[config.mk]
export PLATFORM = sky130hd
export DESIGN_NAME = phy_tx_lanes
export DESIGN_NICKNAME = d
export VERILOG_FILES = /design/src/rtl/phy_tx_lanes.sv
export SDC_FILE = /design/constraint.sdc
export NUM_CORES = 1
export LEC_CHECK = 0
export BUFFER_PORTS_ARGS = -buffer_cell sky130_fd_sc_hd__buf_4
export CORE_MARGIN = 2
export CORE_UTILIZATION = 50
export DETAILED_ROUTE_END_ITERATION = 7
export MAX_ROUTING_LAYER = met4
export PLACE_DENSITY = 0.8
export SLEW_MARGIN = 20
export SYNTH_ARGS = -nofsm -noshare
export SYNTH_HDL_FRONTEND = slang
export SYNTH_SLANG_ARGS = --single-unit
[constraint.sdc]
create_clock -name clk_32f -period 4.9 [get_ports clk_32f]
set_input_delay 0.49 -clock clk_32f [delete_from_list [all_inputs] [get_ports clk_32f]]
set_output_delay 0.49 -clock clk_32f [all_outputs]
set_load 0.01 [all_outputs]
[src/rtl/phy_tx_lanes.sv]
// Single-clock striped transmit PHY: bytes go round-robin across LANES serial lanes,
// with COM training, IDL fill, retrain and capture of words offered while inactive.
module phy_tx_lanes #(
  parameter int         DATA_W     = 32,
  parameter int         LANES      = 2,
  parameter int         SYNC_WORDS = 4,
  parameter logic [7:0] COM_BYTE   = 8'hBC,
  parameter logic [7:0] IDL_BYTE   = 8'h7C
) (
  input  logic              clk_32f,
  input  logic              reset,
  input  logic [DATA_W-1:0] data_input,
  input  logic              valid,
  input  logic              retrain,
  output logic              ready,
  output logic              active,
  output logic [LANES-1:0]  data_paralelo_serial,
  output logic [DATA_W-1:0] data_recirculador_inactive,
  output logic              recirc_valid
);
  localparam int BITS   = DATA_W / LANES;
  localparam int SLOTS  = BITS / 8;
  localparam int CNT_W  = $clog2(BITS);
  localparam int SYNC_W = $clog2(SYNC_WORDS + 1);

  typedef enum logic [1:0] {SRC_COM, SRC_IDL, SRC_DATA} src_t;

  logic [CNT_W-1:0]  bit_cnt_reg, bit_cnt_next;
  logic [SYNC_W-1:0] sync_cnt_reg, sync_cnt_next;
  logic              active_reg, active_next;
  logic [DATA_W-1:0] recirc_data_reg;
  logic              recirc_valid_reg;
  logic [BITS-1:0]   shift_reg [LANES];
  logic [BITS-1:0]   load_word [LANES];
  logic [BITS-1:0]   data_lane [LANES];
  logic              load_edge;
  logic [7:0]        fill_byte;
  src_t              src;

  assign load_edge    = (bit_cnt_reg == CNT_W'(BITS - 1));
  assign bit_cnt_next = load_edge ? '0 : bit_cnt_reg + 1'b1;

  // Link control and load-source selection; only committed on load edges.
  always_comb begin
    src           = SRC_COM;
    active_next   = active_reg;
    sync_cnt_next = sync_cnt_reg;
    if (!active_reg) begin
      if (sync_cnt_reg == SYNC_W'(SYNC_WORDS)) begin
        active_next = 1'b1;
        src         = SRC_IDL;
      end else begin
        sync_cnt_next = sync_cnt_reg + 1'b1;
      end
    end else if (retrain) begin
      active_next   = 1'b0;
      sync_cnt_next = '0;
    end else if (valid) begin
      src = SRC_DATA;
    end else begin
      src = SRC_IDL;
    end
  end

  assign fill_byte = (src == SRC_COM) ? COM_BYTE : IDL_BYTE;

  genvar gi, gj;
  generate
    for (gi = 0; gi < LANES; gi++) begin : g_lane
      // Byte k lands on lane k mod LANES, slot k div LANES; slot 0 is shifted out first.
      for (gj = 0; gj < SLOTS; gj++) begin : g_slot
        assign data_lane[gi][BITS-1-8*gj -: 8] = data_input[DATA_W-1-8*(gj*LANES+gi) -: 8];
      end
      assign load_word[gi]            = (src == SRC_DATA) ? data_lane[gi] : {SLOTS{fill_byte}};
      assign data_paralelo_serial[gi] = shift_reg[gi][BITS-1];
    end
  endgenerate

  always_ff @(posedge clk_32f or negedge reset) begin
    if (!reset) begin
      bit_cnt_reg      <= '0;
      sync_cnt_reg     <= '0;
      active_reg       <= 1'b0;
      recirc_data_reg  <= '0;
      recirc_valid_reg <= 1'b0;
      for (int l = 0; l < LANES; l++) shift_reg[l] <= '0;
    end else begin
      bit_cnt_reg      <= bit_cnt_next;
      recirc_valid_reg <= 1'b0;
      if (load_edge) begin
        active_reg   <= active_next;
        sync_cnt_reg <= sync_cnt_next;
        if (!active_reg && valid) begin
          recirc_data_reg  <= data_input;
          recirc_valid_reg <= 1'b1;
        end
      end
      for (int l = 0; l < LANES; l++) begin
        shift_reg[l] <= load_edge ? load_word[l] : {shift_reg[l][BITS-2:0], 1'b0};
      end
    end
  end

  // A retrain request wins over acceptance, so ready is withheld on that edge.
  assign ready                      = active_reg && load_edge && !retrain;
  assign active                     = active_reg;
  assign data_recirculador_inactive = recirc_data_reg;
  assign recirc_valid               = recirc_valid_reg;

endmodule

======== Yosys cells after proc, flatten, opt, wreduce, memory -nomap -nowiden ========
Index checks and enable logic that the tools add are counted.
Widths: inputs -> output; s select.
operators by class
  $add $sub $neg .......................... 2
  muxes and demuxes ....................... 18
  reduce and logical (&&, ||, !) cells .... 8
  eq/ne operators ......................... 5
operator list
  cell                 number
  $mux 16              4
  $mux 3               3
  $mux 8               1
  $mux 1               6
  $mux 2               3
  $add 4x1->4 const B  1
  $eq 4x4->1 const B   1
  $mux 4               1
  $ne 2x2->1 const B   2
  $add 3x1->3 const B  1
  $eq 3x3->1 const B   1
  $logic_and 1x1->1    3
  $reduce_and 3->1     1
  $eq 2x2->1 const B   1
  $logic_not 1->1      2
  $logic_not 2->1      1
  $reduce_and 2->1     1
word-level totals
  word-level logic and storage cells ...... 40
  input port bits ......................... 36
  register bits after elaboration ......... 73
  output and inout bits ................... 37

======== Logic depth before layout (Yosys ltp) ========
Gate-level depths: netlist of the first run.
  depth in word-level cells ............... 7
  mapped depth ............................ 6
  depth with buffers taken out ............ 5

======== Least setup slack after synthesis of the first run ========
No wires, ideal clock.
  path kind ............................... register to register
  start ................................... register bit_cnt_reg[0]
  end ..................................... register recirc_data_reg[0], in the netlist data_recirculador_inactive[0]
  required time ........................... 4.775 ns
  arrival time ............................ 1.562 ns
  stages on the path, launching flop included .. 6
  path slack .............................. 3.213 ns
  cell sequence ........................... dfrtp_1 > ha_1 > nand3_2 > nor3b_4 > buf_6 > mux2_2
between the ends
  cells in the longest elaborated chain, start to end .. 2
RTL lines
  what                               line  text
  from (decl)                        28    logic [CNT_W-1:0] bit_cnt_reg, bit_cnt_next;
  from (signal assigned)             88    bit_cnt_reg <= bit_cnt_next;
  $eq 4x4->1                         40    assign load_edge = (bit_cnt_reg == CNT_W'(BITS - 1));
  $reduce_and 2->1 (no source line)  -
  to (signal assigned)               94    recirc_data_reg <= data_input;
  to (decl)                          31    logic [DATA_W-1:0] recirc_data_reg;
No other way between the ends.
A chain may end at the register's enable or synchronous reset.

======== Worst setup path after layout of the first run ========
  start ................................... register bit_cnt_reg[0]
  end ..................................... register recirc_data_reg[6], in the netlist data_recirculador_inactive[6]
The elaborated chain is that of the path after synthesis.

==> run metrics, run 1 <==
status=finished, final reports clean; Final Skew=0.00934 ns; max cap viols=0; final WL=about 5500 um; DRT iter0 DRCs=108; Slew @ Worst Pin=0.885 ns; Final Setup Violations=0; Net Sw Power=310 uW; clock sink count=73; core area=5510 sq um; initial core utilization=~52%; largest area contributor in the netlist=dfrtp_1; CTS root buffer=clkbuf_8; die extent in y=approximately 80 um; Async S/R FF share, synth=100%; Worst setup SP type=flop; first-pass GRT wire length=9140 um; gp weighted congestion=about 0.74; Post-Place Setup Slack=2.21 ns; Synth top area share=64.3%; syn avg cell area=13.8 sq um; most common cell in the netlist=dfrtp_1; Area Growth Syn to Fin=28.8%; vias per cell=5.35; IO Count=73; Crit path required time=5.12 ns; synth top area cells=dfrtp_1 64%, mux2_2 13%, o22a_1 4.9%, o21ai_0 2.3%, a21oi_1 1.9%; VDD IR max=291 uV; Post-Syn Area=~2800 sq um; combinational share of power=10.3%; largest net degree at the start of global routing=74; H-tree Lvls=3; Period Utilization, post-route=53.6%; final net count=315; Setup CP Type=reg -> reg; vias in the first global route=1909; Final Hold Viols=0; post-DP HPWL=3830 um; Setup Buffers After CTS=0; RSZ-0062 raised after global routing=no; Die ar.=6300 sq um; Period minus WS final=roughly 2.6 ns; IO buf count=72; sequential power share=46.5%; row count=27; CTS buffer count=9; ant diodes=0; cts repair resizes=0; Switching Fraction=21.8%; worst path arrival time=2.85 ns; CTS Buffer Depth=2; yosys warns=0; remaining global-route overflow=0; setup TNS=0 ns; hold crit path type=in -> async; synth unique cells=29; Max Freq=approximately 0.38 GHz; DRC=0; share of cells above drive strength 1=44.1%; relative slew slack=41.0%; CP endpoint kind=flop; PD cells=388 nW/um^2; crit path max fanout=22; Final Max Slew Viols=0; P_int=1.11 mW; synthesized net count=between 200 and 250; clock share of power=43.3%; Synth Flop Type=dfrtp_1; Seq cells post-synth=73; DRT Pass-1 Iters=4; top cells by count, synth=73 x dfrtp_1, 32 x mux2_2, 16 x o22a_1, 13 x o21ai_0, 11 x a21oi_1; Seq/Total Area, Yosys=64.3%; clock-pin slew on the worst setup and hold paths=0.08 ns; cells after synthesis=between 200 and 250; gr usage total=19.7%; via count=1888; DIE WIDTH=79.4 um; ANT nets after route=0; EDFF count, synth=0; worst skew pair latency=0.34 ns; DR WL/cell=15.6 um; leakage power=1.71 nW; Setup WS post-layout=2.27 ns; max reg flops=32; initial antenna violation count=0; clock tree from TritonCTS=done; depth of the most critical reg-to-reg path=5; Fill cells=420; cts hold-fix bufs=0
layout by cell type, fill, tap and decap left out, drive strengths merged:
master,count
dfrtp,73
buf,73
mux2,32
o22a,16
o21ai,13
a21oi,11
clkbuf,9
nand2,8
nor2,8
a22o,6
inv,4
bufinv,4
ha,3
and3,3
clkinv,3
nand3b,2
nor3,2
nand3,2
nand2b,1
o21a,1
and3b,1
xor2,1
nor3b,1
nand4b,1
o211ai,1
a211oi,1
a311o,1
final timing paths:
kind	start	endpoint	slack (ns)
max in group asynchronous	reset	data_recirculador_inactive[28]	4.05
min in group clk_32f	data_input[2]	shift_reg[2]	0.37
worst min register to register	shift_reg[21]	shift_reg[22]	0.45
worst max-delay path	bit_cnt_reg[0]	data_recirculador_inactive[6]	2.27
worst max register to register	bit_cnt_reg[0]	data_recirculador_inactive[6]	2.27
worst min-delay path	reset	bit_cnt_reg[3]	0.25
cell families (layout without fill, tap and decap cells):
group                      Yosys count  after routing  synth area share, %
muxes                               32             32                 12.7
adders and majority gates            3              3                 1.32
AOI/OAI and AO/OA                   50             50                 12.2
and+or+nand+nor                     29             29                 5.68
buffers and inverters               18             93                 3.57
xor gates and xnor gates             1              1                0.308
DFF                                 73             73                 64.3
cell type report:
class	count	area [sq um]	area share (%)
Sequential cell	73	1830	49.9
Multi-Input combinational cell	115	915	25.0
Timing Repair Buffer	73	548	15.0
Clock inverter	7	143	3.90
Clock buffer	9	124	3.38
Tap cell	72	90.1	2.46
Inverter	4	15.0	0.410
routing by layer:
metal / share of wire, % / track usage [%] / vias to the layer above / wire, um
met3: 6.1 / 5.43 / 9 / 338
met4: 1.5 / 7.93 / 0 / 81
li1: - / - / 882 / -
met2: 50 / 30.4 / 61 / 2730
met5: 0 / - / - / 0
met1: 43 / 25.0 / 936 / 2360
stage by stage:
stage	power [mW]	utilization (%)	area (sq um)	cells	hold slack, ns
5_1_grt	1.48	66.5	3660	353	0.341
6_report	1.42	66.5	3660	353	0.253
3_5_place_dp	0.820	61.6	3390	337	0.441
3_3_place_gp	0.815	61.6	3390	337	0.441
2_1_floorplan	0.728	-	2840	206	0.194
4_1_cts	1.43	66.5	3660	353	0.298
worst max-delay path, stage by stage, from the launching register on:
cell	delay [ns]
dfrtp_1	0.39
ha_1	0.25
nand3_2	0.37
nor3b_4	0.72
buf_4	0.39
mux2_2	0.37
power by group through the flow:
| stage | registers (mW) | logic, mW | clock network (mW) |
|---|---|---|---|
| floorplan | 0.680 | 0.0478 | 0 |
| global placement | 0.670 | 0.144 | 0 |
| detailed placement | 0.672 | 0.148 | 0 |
| CTS | 0.661 | 0.148 | 0.624 |
| global route | 0.665 | 0.160 | 0.653 |
| finish | 0.660 | 0.146 | 0.615 |
Power figures use the tool's default switching activity.
==> run 2, diff against run 1 <==
Settings changed: ABC_AREA from default to 1, PLACE_DENSITY 0.8 to 0.79.
Clock period 4.9 ns to 2.5 ns, I/O delays scaled along.
==> run 2 against run 1 <==
Effect of this change:
- sequential share of layout area fell by 2.0 points
- critical path depth is 1 lower
- synthesized cell count is 66% higher
- core utilization is 2.8 points lower
- largest cell class unchanged
- cell area is 4.1% higher
- clock power increased by 38%
- power rose by 62%
- final cell count increased by 38%
- hold slack got worse by 0.24 ns
==> run metrics, run 2 <==
status=finished, final reports clean (unchanged); CTS root buffer=clkbuf_8 (unchanged); hold crit path type=in -> async (unchanged); gr usage total=21.0% (was 19.7%); yosys warns=0 (unchanged); worst skew pair latency=0.35 ns (was 0.34 ns); Switching Fraction=24.6% (was 21.8%); multi-input combinational cell area=1110 sq um (was 915 sq um); die extent in y=83.0 um (was 79.4 um); ANT nets after route=0 (unchanged); commonest non-fill, non-tap cells in the layout=149 x nand2_1, 74 x buf_4, 73 x dfrtp_1 (was 73 x dfrtp_1, 73 x buf_4, 32 x mux2_2); Setup CP Type=reg -> out (was reg -> reg); largest area contributor in the netlist=dfrtp_1 (unchanged); remaining global-route overflow=0 (unchanged); cts hold-fix bufs=0 (unchanged); relative slew slack=39.9% (was 41.0%); Fill cells=530 (was 420); cells along the critical path=ha_1 > nand3_4 > nor2_1 > buf_4 (was ha_1 > nand3_2 > nor3b_4 > buf_4 > mux2_2); Max Freq=0.494 GHz; Seq. cell area=1830 sq um (unchanged); syn avg cell area=9.12 sq um (was 13.8 sq um); Setup WS post-layout=0.477 ns (was 2.27 ns); initial core utilization=52.0% (was 51.6%); critical path's slowest cell=nand3_4 (was nor3b_4); clock share of power=36.9% (was 43.3%); CP endpoint kind=output pin (was flop); Post-Syn Area=3120 sq um (was 2840 sq um); Area Growth Syn to Fin=22.3% (was 28.8%); setup TNS=0 ns (unchanged); ant diodes=0 (unchanged); CTS buffer count=9 (unchanged); final net count=447 (was 315); P_int=1.74 mW (was 1.11 mW); PD cells=605 nW/um^2 (was 388 nW/um^2); IO buf count=72 (unchanged); H-tree Lvls=3 (unchanged); gp weighted congestion=0.772 (was 0.737); Final Hold Viols=0 (unchanged); IO Count=73 (unchanged); synth unique cells=24 (was 29); Crit path largest cell delay=0.40 ns (was 0.72 ns); clock sink count=73 (unchanged); Final Setup Violations=0 (unchanged); Slew @ Worst Pin=0.901 ns (was 0.885 ns); Setup Buffers After CTS=0 (unchanged); DRT iter0 DRCs=142 (was 108); Seq/Total Area, Yosys=58.6% (was 64.3%); vias in the first global route=2334 (was 1909); RSZ-0062 raised after global routing=no (unchanged); synthesized net count=381 (was 245); Final Max Slew Viols=0 (unchanged); Synth top area share=58.6% (was 64.3%); Post-Place Setup Slack=0.650 ns (was 2.21 ns); initial antenna violation count=0 (unchanged); max cap viols=0 (unchanged); Die ar.=6880 sq um (was 6300 sq um); crit path max fanout=39 (was 22); worst path arrival time=1.77 ns (was 2.85 ns); Tot Pwr=2.31 mW (was 1.42 mW); Seq cells post-synth=73 (unchanged); VDD IR max=405 uV (was 291 uV); clock tree from TritonCTS=done (unchanged); combinational share of power=9.1% (was 10.3%); Period Utilization, post-route=80.9%; post-DP HPWL=4470 um (was 3830 um); vias per cell=5.07 (was 5.35); cells after synthesis=342 (was 206); clock-pin slew on the worst setup and hold paths=0.07 ns (was 0.08 ns); DRC=0 (unchanged); cts repair resizes=0 (unchanged); DIE WIDTH=83.0 um (was 79.4 um); Period minus WS final=slightly above 2 ns; row count=28 (was 27); core area=5990 sq um (was 5510 sq um); max reg flops=32 (unchanged); top cells by count, synth=149 x nand2_1, 73 x dfrtp_1, 41 x o21ai_0, 11 x inv_1, 9 x nand3_1 (was 73 x dfrtp_1, 32 x mux2_2, 16 x o22a_1, 13 x o21ai_0, 11 x a21oi_1); share of cells above drive strength 1=24.7% (was 44.1%); CTS Buffer Depth=2 (unchanged); synth top area cells=dfrtp_1 59%, nand2_1 18%, o21ai_0 6.6%, nand3_1 1.4%, buf_6 1.4% (was dfrtp_1 64%, mux2_2 13%, o22a_1 4.9%, o21ai_0 2.3%, a21oi_1 1.9%); sequential power share=54.0% (was 46.5%); via count=2475 (was 1888); Synth Flop Type=dfrtp_1 (unchanged); Crit path required time=2.25 ns (was 5.12 ns); first-pass GRT wire length=11300 um (was 9140 um); Worst setup SP type=flop (unchanged); largest net degree at the start of global routing=74 (unchanged); commonest non-fill, non-tap cell in the layout=nand2_1; Async S/R FF share, synth=100% (unchanged); DRT Pass-1 Iters=4 (unchanged); Net Sw Power=568 uW (was 310 uW); leakage power=1.99 nW (was 1.71 nW); final WL=6780 um (was 5510 um); DR WL/cell=13.9 um (was 15.6 um); Final Skew=0.00828 ns (was 0.00934 ns); EDFF count, synth=0 (unchanged); most common cell in the netlist=nand2_1 (was dfrtp_1)
## run 2: cell count changes after synthesis, sizes merged, moves of 7 or more
cell | previous run | this run
a21oi | 11 | 1
inv | 4 | 11
mux2 | 32 | 0
nand2 | 8 | 156
nand3 | 2 | 11
o21ai | 13 | 49
o22a | 16 | 0
## run 2: critical path, delay by kind of cell, from the launching register on
family,cells,cell delay (ns)
flops,1,0.37
fa+ha+maj,1,0.27
buf+inv,1,0.15
simple gates,2,0.64
## run 2: kinds of logic after synthesis
logic type / share of synthesized area (%)
AND/OR/NAND/NOR: 26.0
flip-flops: 58.6
AO/OA/AOI/OAI: 8.27
buffers and inverters: 5.70
adder cells (fa/ha/maj): 1.20
XOR/XNOR: 0.281
## run 2: stage by stage
step / instance area, sq um / instances / hold WS, ns / util [%]
3_3_place_gp: 3630 / 472 / 0.429 / 60.6
3_5_place_dp: 3630 / 472 / 0.435 / 60.6
2_1_floorplan: 3120 / 342 / -0.0456 / -
5_1_grt: 3810 / 488 / 0.0982 / 63.6
4_1_cts: 3810 / 488 / 0.0558 / 63.6
6_report: 3810 / 488 / 0.0107 / 63.6
## run 2: layout make-up
cell class | instances | share of cell area [%]
clock inverters | 4 | 0.689
repair buffers | 74 | 14.6
flip-flops and latches | 73 | 47.9
clock buffers | 12 | 4.07
multi-input cells | 239 | 29.2
inverters | 11 | 1.08
well taps | 75 | 2.46
## run 2: worst paths after layout
kind / start / to / slack [ns] / cells past startpoint
setup / recovery: bit_cnt_reg[0] / ready / 0.48 / 4
hold / removal: reset / data_recirculador_inactive[15] / 0.01 / 1
setup reg to reg: bit_cnt_reg[0] / data_recirculador_inactive[29] / 0.67 / 5
hold reg to reg: shift_reg[14] / data_paralelo_serial[1] / 0.45 / 2
max in group asynchronous: reset / data_recirculador_inactive[6] / 1.88 / 1
min in group clk_32f: data_input[16] / shift_reg[8] / 0.11 / 3
## run 2: per-layer routing
layer	GRT usage, %	vias to the layer above	share of wire, %
li1	-	1224	-
met1	28.6	1167	44
met2	31.5	78	49
met3	6.06	6	6.2
met4	5.37	0	0.52
met5	-	-	0
## run 2: power groups by stage
stage | clock (mW) | combinational [mW] | sequential, mW
2_1_floorplan | 0 | 0.0389 | 1.29
3_3_place_gp | 0 | 0.210 | 1.27
3_5_place_dp | 0 | 0.215 | 1.27
4_1_cts | 0.871 | 0.215 | 1.25
5_1_grt | 0.926 | 0.235 | 1.25
6_report | 0.851 | 0.211 | 1.25
==> run 3, diff against run 2 <==
Clock period 2.5 ns to 1.9 ns, I/O delays scaled along.
==> run 3 against run 2 <==
Effect of this change:
- first-iteration DRC count rose by 55%
- count of clock-buffer cells in the layout is 2 lower
- combinational power grew 35%
- critical endpoint unchanged
==> run metrics, run 3 (synthesized netlist as in run 2, its figures left out) <==
Final Hold Viols=0 (unchanged); Fin Hold WS=0.0452 ns (was 0.0107 ns); ANT nets after route=0 (unchanged); Max Freq=0.586 GHz; vias in the first global route=2513 (was 2334); gp weighted congestion=0.778 (was 0.772); final WL=6870 um (was 6780 um); worst skew pair latency=0.35 ns (about the same); row count=28 (unchanged); leakage power=2.05 nW (was 1.99 nW); Post-Layout Cell Count=491 (was 488); CTS root buffer=clkbuf_8 (unchanged); Final Max Slew Viols=0 (unchanged); Final Setup Violations=0 (unchanged); clock tree from TritonCTS=done (unchanged); Period Utilization, post-route=89.7%; placed insts=475 (was 472); Area Growth Syn to Fin=26.1% (was 22.3%); setup TNS=0 ns (unchanged); Die ar.=6880 sq um (unchanged); hold crit path type=in -> reg (was in -> async); commonest non-fill, non-tap cells in the layout=149 x nand2_1, 76 x buf_4, 73 x dfrtp_1 (was 149 x nand2_1, 74 x buf_4, 73 x dfrtp_1); max cap viols=0 (unchanged); reg-to-reg slack, setup=0.28 ns (was 0.67 ns); RSZ-0062 raised after global routing=no (unchanged); VDD IR max=575 uV (was 405 uV); Post-Place Setup Slack=0.312 ns (was 0.650 ns); relative slew slack=66.6% (was 39.9%); Period minus WS final=1.71 ns; Crit path required time=1.71 ns (was 2.25 ns); status=finished, final reports clean (unchanged); Hold Startpoint=data_input[16]; vias per cell=5.12 (was 5.07); commonest non-fill, non-tap cell in the layout=nand2_1 (unchanged); gr usage total=22.0% (was 21.0%); CTS Buffer Depth=2 (unchanged); worst r2r src=bit_cnt_reg[0] (unchanged); via count=2514 (was 2475); crit path max fanout=9 (was 39); Setup Buffers After CTS=0 (unchanged); CP endpoint kind=output pin (unchanged); DIE WIDTH=83.0 um (unchanged); initial core utilization=52.0% (unchanged); clock-pin slew on the worst setup and hold paths=0.08 ns (was 0.07 ns); Slew @ Worst Pin=0.501 ns (was 0.901 ns); Final Skew=0.00938 ns (was 0.00828 ns); clock sink count=73 (unchanged); Worst setup SP type=flop (unchanged); DRC=0 (unchanged); reg2reg end=sync_cnt_reg[2] (was data_recirculador_inactive[29]); first-pass GRT wire length=11800 um (was 11300 um); max reg flops=32 (unchanged); IO buf count=72 (unchanged); multi-input combinational cell area=1110 sq um (unchanged); hold path endpoint=shift_reg[8]; IO Count=73 (unchanged); core area=5990 sq um (unchanged); worst path arrival time=1.52 ns (was 1.77 ns); Setup CP Type=reg -> out (unchanged); initial antenna violation count=0 (unchanged); DRT Pass-1 Iters=4 (unchanged); Hold Path Cell Cnt=3; ant diodes=0 (unchanged); Fill cells=516 (was 530); Setup WS post-layout=0.195 ns (was 0.477 ns); CTS buffer count=9 (unchanged); largest net degree at the start of global routing=61 (was 74); post-DP HPWL=4600 um (was 4470 um); Seq. cell area=1830 sq um (unchanged); DR WL/cell=14.0 um (was 13.9 um); H-tree Lvls=3 (unchanged); share of cells above drive strength 1=25.0% (was 24.7%); remaining global-route overflow=0 (unchanged); depth of the most critical reg-to-reg path=6 (was 5); DRT iter0 DRCs=220 (was 142); cts repair resizes=0 (unchanged); die extent in y=83.0 um (unchanged); final net count=451 (was 447); PD cells=889 nW/um^2 (was 605 nW/um^2)
[run 3: critical path, cell delays in order (launching register included)]
cell and delay (ns):
dfrtp_1 0.37, ha_1 0.28, nand3_4 0.23, nor2_1 0.16, buf_4 0.14
[run 3: worst max-delay path by stage]
stage	cells past startpoint	from	to
after floorplan	5	bit_cnt_reg[0]	ready
after global placement	5	bit_cnt_reg[0]	active
after detailed placement	5	bit_cnt_reg[0]	data_recirculador_inactive[11]
after CTS	4	bit_cnt_reg[0]	ready
after global routing	4	bit_cnt_reg[0]	ready
final	4	bit_cnt_reg[0]	ready
[run 3: routing by layer]
layer / global-route usage [%] / routed length [um] / part of all wire (%)
met5: - / 0 / 0
met4: 7.60 / 88 / 1.3
met3: 4.57 / 363 / 5.3
met2: 34.5 / 3370 / 49
met1: 28.8 / 3060 / 44
[run 3: per-stage QoR]
stage | cell area (sq um) | utilization, % | power [mW]
after CTS | 3930 | 65.6 | 3.52
after global routing | 3930 | 65.6 | 3.64
after global placement | 3670 | 61.2 | 1.95
after floorplan | 3120 | - | 1.74
final | 3930 | 65.6 | 3.50
after detailed placement | 3670 | 61.2 | 1.96
[run 3: power by group]
part / leakage [nW] / internal, mW / switching, mW
logic: 1.06 / 0.139 / 0.146
clock network: 0.127 / 1.00 / 0.575
registers: 0.864 / 1.61 / 0.0289
total: 2.05 / 2.75 / 0.750
[run 3: final cells by class]
type,count,share of cell area (%)
sequential,73,46.5
multi-input combinational,239,28.3
timing repair buffer,78,15.3
clock inverter,5,3.28
clock buffer,10,3.25
tap,75,2.39
inverter,11,1.05
[run 3: what timing repair did]
item / in CTS / in global routing
hold endpoints to repair: 38 / 0
hold buffers: 1 / 0
setup endpoints to repair: 0 / 0
